## config.mk

```make
export PLATFORM = sky130hd
export DESIGN_NAME = btb_assoc_nru
export DESIGN_NICKNAME = d
export VERILOG_FILES = /design/src/rtl/btb_assoc_nru.sv
export SDC_FILE = /design/constraint.sdc
export NUM_CORES = 2
export LEC_CHECK = 0
export BUFFER_PORTS_ARGS = -buffer_cell sky130_fd_sc_hd__buf_2
export CAP_MARGIN = 15
export CORE_MARGIN = 1.5
export CORE_UTILIZATION = 45
export CTS_CLUSTER_DIAMETER = 100
export DETAILED_ROUTE_END_ITERATION = 10
export GPL_TIMING_DRIVEN = 0
export PLACE_DENSITY = 0.67
export SLEW_MARGIN = 30
export SYNTH_ARGS = -nofsm -noshare
export SYNTH_HDL_FRONTEND = slang
export SYNTH_SLANG_ARGS = --single-unit
```

## constraint.sdc

```tcl
create_clock -name clk -period 11.5 [get_ports clk]
set_clock_uncertainty 0.2 [all_clocks]
set_input_delay 0.575 -clock clk [delete_from_list [all_inputs] [get_ports clk]]
set_output_delay 0.575 -clock clk [all_outputs]
set_load 0.01 [all_outputs]
```

## src/rtl/btb_assoc_nru.sv

```systemverilog
// btb_assoc_nru: set-associative branch target buffer with in-place refresh, removal, flush and NRU replacement
module btb_assoc_nru #(
  parameter int NUM_SETS = 16,
  parameter int ASSOC    = 4,
  parameter int PC_W     = 31,
  parameter int OFFS_W   = 3
) (
  input  logic            clk,
  input  logic            rst,
  input  logic            IN_flush,
  input  logic            IN_pcValid,
  input  logic [PC_W-1:0] IN_pc,
  output logic            OUT_valid,
  output logic            OUT_branchFound,
  output logic [PC_W-1:0] OUT_branchSrc,
  output logic [PC_W-1:0] OUT_branchDst,
  output logic            OUT_branchIsJump,
  output logic            OUT_branchCompr,
  output logic            OUT_multipleBranches,
  input  logic            IN_branchTaken,
  input  logic            IN_updValid,
  input  logic            IN_updRemove,
  input  logic [PC_W-1:0] IN_updSrc,
  input  logic [PC_W-1:0] IN_updDst,
  input  logic            IN_updIsJump,
  input  logic            IN_updCompr
);
  localparam int IDX_W = $clog2(NUM_SETS);
  localparam int TAG_W = PC_W - IDX_W - OFFS_W;
  localparam int WAY_W = ASSOC > 1 ? $clog2(ASSOC) : 1;

  logic [NUM_SETS-1:0][ASSOC-1:0]             valid_q, valid_d, used_q, used_d, jmp_q, jmp_d, cmp_q, cmp_d;
  logic [NUM_SETS-1:0][ASSOC-1:0][TAG_W-1:0]  tag_q, tag_d;
  logic [NUM_SETS-1:0][ASSOC-1:0][OFFS_W-1:0] offs_q, offs_d;
  logic [NUM_SETS-1:0][ASSOC-1:0][PC_W-1:0]   tgt_q, tgt_d;

  logic              ov_q, ov_d, of_q, of_d, ojmp_q, ojmp_d, ocmp_q, ocmp_d, omul_q, omul_d;
  logic [PC_W-1:0]   osrc_q, osrc_d, odst_q, odst_d;
  logic [IDX_W-1:0]  r_idx_q, r_idx_d;
  logic [WAY_W-1:0]  r_way_q, r_way_d;

  logic [IDX_W-1:0]  l_idx, u_idx;
  logic [TAG_W-1:0]  l_tag, u_tag;
  logic [OFFS_W-1:0] l_off, u_off, l_best;
  logic              l_hit, l_multi, u_hit, inv_found, nu_found, upd_wr, mark;
  logic [WAY_W-1:0]  l_way, u_way, inv_way, nu_way, wr_way;

  assign l_idx = IN_pc[OFFS_W +: IDX_W];
  assign l_tag = IN_pc[PC_W-1 -: TAG_W];
  assign l_off = IN_pc[OFFS_W-1:0];
  assign u_idx = IN_updSrc[OFFS_W +: IDX_W];
  assign u_tag = IN_updSrc[PC_W-1 -: TAG_W];
  assign u_off = IN_updSrc[OFFS_W-1:0];

  // lookup: nearest qualifying branch at or after the fetch offset, plus a multi-hit flag
  always_comb begin
    l_hit = 1'b0;
    l_multi = 1'b0;
    l_way = '0;
    l_best = '0;
    for (int w = 0; w < ASSOC; w++)
      if (valid_q[l_idx][w] && tag_q[l_idx][w] == l_tag && offs_q[l_idx][w] >= l_off) begin
        l_multi = l_multi | l_hit;
        if (!l_hit || offs_q[l_idx][w] < l_best) begin
          l_way = WAY_W'(w);
          l_best = offs_q[l_idx][w];
        end
        l_hit = 1'b1;
      end
  end

  // registered response, zeroed on miss, idle or flush
  always_comb begin
    ov_d = IN_pcValid && !IN_flush;
    of_d = ov_d && l_hit;
    omul_d = ov_d && l_multi;
    osrc_d = of_d ? {l_tag, l_idx, l_best} : '0;
    odst_d = of_d ? tgt_q[l_idx][l_way] : '0;
    ojmp_d = of_d && jmp_q[l_idx][l_way];
    ocmp_d = of_d && cmp_q[l_idx][l_way];
    r_idx_d = l_idx;
    r_way_d = l_way;
  end

  // update probe: exact match, first invalid way, first not-recently-used way
  always_comb begin
    u_hit = 1'b0;
    u_way = '0;
    inv_found = 1'b0;
    inv_way = '0;
    nu_found = 1'b0;
    nu_way = '0;
    for (int w = 0; w < ASSOC; w++) begin
      if (valid_q[u_idx][w] && tag_q[u_idx][w] == u_tag && offs_q[u_idx][w] == u_off) begin
        u_hit = 1'b1;
        u_way = WAY_W'(w);
      end
      if (!valid_q[u_idx][w] && !inv_found) begin
        inv_found = 1'b1;
        inv_way = WAY_W'(w);
      end
      if (!used_q[u_idx][w] && !nu_found) begin
        nu_found = 1'b1;
        nu_way = WAY_W'(w);
      end
    end
    wr_way = u_hit ? u_way : inv_found ? inv_way : nu_found ? nu_way : '0;
    upd_wr = IN_updValid && !IN_flush && (!IN_updRemove || u_hit);
    mark = ov_q && of_q && (IN_branchTaken || ojmp_q) && !(upd_wr && u_idx == r_idx_q && wr_way == r_way_q);
  end

  // entry state: used marking first, then update, with flush overriding everything
  always_comb begin
    valid_d = valid_q;
    used_d = used_q;
    jmp_d = jmp_q;
    cmp_d = cmp_q;
    tag_d = tag_q;
    offs_d = offs_q;
    tgt_d = tgt_q;
    if (mark) used_d[r_idx_q][r_way_q] = 1'b1;
    if (IN_flush) begin
      valid_d = '0;
      used_d = '0;
    end else if (IN_updValid && IN_updRemove) begin
      if (u_hit) valid_d[u_idx][u_way] = 1'b0;
    end else if (IN_updValid) begin
      tgt_d[u_idx][wr_way] = IN_updDst;
      jmp_d[u_idx][wr_way] = IN_updIsJump;
      cmp_d[u_idx][wr_way] = IN_updCompr;
      if (!u_hit) begin
        if (!inv_found && !nu_found) used_d[u_idx] = '0;
        valid_d[u_idx][wr_way] = 1'b1;
        used_d[u_idx][wr_way] = 1'b0;
        tag_d[u_idx][wr_way] = u_tag;
        offs_d[u_idx][wr_way] = u_off;
      end
    end
  end

  // control state and response registers
  always_ff @(posedge clk) begin
    if (rst) begin
      valid_q <= '0;
      used_q <= '0;
      ov_q <= 1'b0;
      of_q <= 1'b0;
      omul_q <= 1'b0;
      osrc_q <= '0;
      odst_q <= '0;
      ojmp_q <= 1'b0;
      ocmp_q <= 1'b0;
    end else begin
      valid_q <= valid_d;
      used_q <= used_d;
      ov_q <= ov_d;
      of_q <= of_d;
      omul_q <= omul_d;
      osrc_q <= osrc_d;
      odst_q <= odst_d;
      ojmp_q <= ojmp_d;
      ocmp_q <= ocmp_d;
    end
  end

  // payload storage, only observed through valid entries
  always_ff @(posedge clk) begin
    tag_q <= tag_d;
    offs_q <= offs_d;
    tgt_q <= tgt_d;
    jmp_q <= jmp_d;
    cmp_q <= cmp_d;
    r_idx_q <= r_idx_d;
    r_way_q <= r_way_d;
  end

  assign OUT_valid = ov_q;
  assign OUT_branchFound = of_q;
  assign OUT_branchSrc = osrc_q;
  assign OUT_branchDst = odst_q;
  assign OUT_branchIsJump = ojmp_q;
  assign OUT_branchCompr = ocmp_q;
  assign OUT_multipleBranches = omul_q;
endmodule

```

==> results_dict.tcl <==
set metrics [dict create \
    start_util_pct 45.2 \
    min_path_type "primary input to register" \
    grt_max_degree 66 \
    slew_viol_final 0 \
    cts_root_buf "clkbuf_16" \
    clkPwrFrac_pct 42.0 \
    min_period_ns 11.25 \
    r2r_start "tag_q[297]" \
    detail_route.first_pass.iterations 6 \
    worstHoldStart "IN_flush" \
    layout-drive-gt1-share_pct 35.8 \
    cts_tree "built" \
    globalRoute.busiestLayer "met2" \
    reg2reg_depth 33 \
    hold-path-cell-count 4 \
    cts_num_sinks 4041 \
    grt_use_total_pct 35.9 \
    max_stage_delay_ns 0.57 \
    seq_power_share_pct 49.5 \
    worstPathRequired_ns 12.17 \
    numCtsBuffers 414 \
    fp.dieW_um 622 \
    yosys.area_share.simple_pct 2.90 \
    drc 0 \
    area_delta_synth_final_pct 18.9 \
    p_per_area_nw_per_um2 159 \
    dp_hpwl_um 501000 \
    die_h_um 622 \
    antenna_found_initial 63 \
    place.port_buffers 142 \
    design_area_um2 205000 \
    ios 169 \
    yosysUniqueCellTypes 92 \
    swShare_pct 23.9 \
    yosysSeqAreaShare_pct 69.1 \
    synth_top_area_share_pct 66.8 \
    pwr-share-comb_pct 8.5 \
    routabilityCongestion 1.06 \
    worstSetupEndpointType "register" \
    slowest_stage "buf_1" \
    wire_per_inst_um 47.3 \
    synth.most_common_cell "edfxtp_1" \
    num_vias 106000 \
    synth_top_family_by_area "multiplexers" \
    cp-startpoint "IN_pc[5]" \
    grt_pass1_wl_um 924000 \
    synth_fa_ha_area_share_pct 0.138 \
    status "finished, violations left" \
    violations "negative hold slack" \
    max_freq_mhz 88.9 \
    fp.dieArea_um2 387000 \
    met3_usage_pct 11.5 \
    syn_avg_cell_area_um2 20.5 \
    p_leak_nw 65.2 \
    ys.flop_type "edfxtp_1" \
    synth_xor_area_share_pct 1.06 \
    cts_htree_levels 5 \
    grt_pass1_vias 101000 \
    power.internal_mw 24.8 \
    rows 227 \
    seq_area_um2 119000 \
    maxSlewHeadroom_pct 14.4 \
    grt_overflow_total 0 \
    syn_inst 8400 \
    dp.cells 14000 \
    clock_latency_ns 1.04 \
    setup_viol 0 \
    reg2reg_to "OUT_branchDst[5]" \
    crit_type "primary input to register" \
    postRouteAntennaNets 0 \
    r2r_setup_slack_ns 2.08 \
    drt-total-wl_um 702000 \
    critPathLaunchType "primary input" \
    drt-initial-drc-count 20500 \
    fin_cells 14900 \
    ys_seq_elements 4041 \
    post-synth-top-area-cell "edfxtp_1" \
    setup_tns_ns 0 \
    nets 9536 \
    vias_per_cell 7.12 \
    min_period_over_period_pct 97.8 \
    synth_enable_flop_cells 3840 \
    syn_area_um2 173000 \
    synthArstFlopShare_pct 0 \
    cpMostUsedCell "buf_4" \
    core_um2 382000 \
    hold_violations 1 \
    ys_warn_count 0 \
    total_power_mw 32.6 \
    worstHoldEndpoint "used_q[56]" \
    multi_input_area_um2 51500 \
    crit_fanout 19 \
    place_area_um2 191000 \
    hold_ws_ns -0.000206 \
    maxCapViolCount 0 \
    p_sw_mw 7.79 \
    use_met2_pct 52.2 \
    synth_compound_area_share_pct 2.08 \
    netlist_top_cells_area "edfxtp_1 67%, mux4_2 21%, dfxtp_1 2.3%" \
    clkSlewWorstSetupHoldPaths_ns 0.07 \
    arrival_ns 11.92 \
    use_met1_pct 44.7 \
    synthMuxAreaShare_pct 23.0 \
    yosys-top-cells-count "3,840 x edfxtp_1, 1,644 x mux4_2, 395 x nand2_1" \
    synth_nets 8521 \
    n_fill_cell 28600 \
    worst_slew_pin_slew_ns 1.28 \
    clockBufferDepth 4 \
    irDropWorstVdd_mv 0.177 \
]
## power by group through the flow
stage               combinational (mW)  sequential, mW  clock [mW]
floorplan                         1.25            16.4           0
global placement                  2.47            16.5           0
detailed placement                2.63            16.4           0
CTS                               2.65            16.1        13.7
global route                      2.76            16.1        14.2
finish                            2.78            16.1        13.7
## final cells by class
type,count,share of cell area [%]
Antenna cell,41,0.0500
Buffer,580,1.51
Clock buffer,544,5.43
Clock inverter,230,1.16
Inverter,36,0.0658
Multi-Input combinational cell,3739,25.1
Sequential cell,4041,58.1
Tap cell,5038,3.07
Timing Repair Buffer,603,5.47
## registers in the layout, summed over array words and instances (netlist names), 2 cells and up
signal / cells
used_q: 64
r_idx_q: 4
OUT_branchDst: 31
jmp_q: 64
OUT_branchSrc: 31
offs_q: 192
r_way_q: 2
valid_q: 64
tgt_q: 1984
tag_q: 1536
cmp_q: 64
## critical path, delay by kind of cell
kind	cells	cell delay, ns
buf+inv	15	5.40
compound gates	9	2.38
simple gates	7	1.29
mux	3	1.26
fa+ha+maj	3	0.86
## metrics by stage
step	util (%)	worst slack [ns]
3_3_place_gp	47.0	-3.56
6_report	53.7	0.247
2_1_floorplan	-	2.59
3_5_place_dp	49.9	-3.37
5_1_grt	53.7	-0.00940
4_1_cts	53.6	0.0661
## per-layer routing
metal | part of all wire (%) | up-vias
li1 | - | 37800
met4 | 9.6 | 22
met1 | 33 | 55500
met5 | 0.021 | -
met2 | 44 | 10100
met3 | 14 | 2371
## logic make-up after synthesis
kind of cell / count (synthesis)
AOI/OAI and AO/OA: 530
xor gates and xnor gates: 208
buffers and inverters: 620
and+or+nand+nor: 1085
DFF: 4041
muxes: 1897
adders and majority gates: 19
## cell usage in the layout (no fill, tap or decap), types with 77 or more instances in the layout
cell,netlist,routed
buf_12,0,80
clkinv_2,0,77
edfxtp_1,3840,3840
a21oi_1,132,130
nor2_1,323,190
clkbuf_1,241,221
mux4_2,1644,1644
buf_4,34,120
mux2i_1,199,192
buf_2,192,305
nand4_1,85,85
o21ai_0,82,80
nor2_4,0,130
buf_16,0,277
clkbuf_2,0,120
dfxtp_1,201,201
nand2_1,395,395
xnor2_1,183,182
clkbuf_16,0,421
## worst max path at each step
| stage | end | slack [ns] | depth (start not counted) |
|---|---|---|---|
| detailed placement | OUT_branchDst[0] | -3.37 | 40 |
| global placement | OUT_branchDst[0] | -3.56 | 34 |
| global route | OUT_branchDst[6] | -0.009 | 45 |
| CTS | OUT_branchDst[5] | 0.07 | 39 |
| finish | OUT_branchDst[5] | 0.25 | 37 |
| floorplan | OUT_branchDst[10] | 2.59 | 42 |
## timing repair
action | CTS | global route
setup endpoints to repair | 48 | 26
hold buffers | 59 | 6
endpoints found under the hold margin | 1800 | 321
pin swaps | 1 | 1
gates resized for setup | 14 | 12
buffers inserted | 3 | 2
Power figures use the tool's default switching activity.
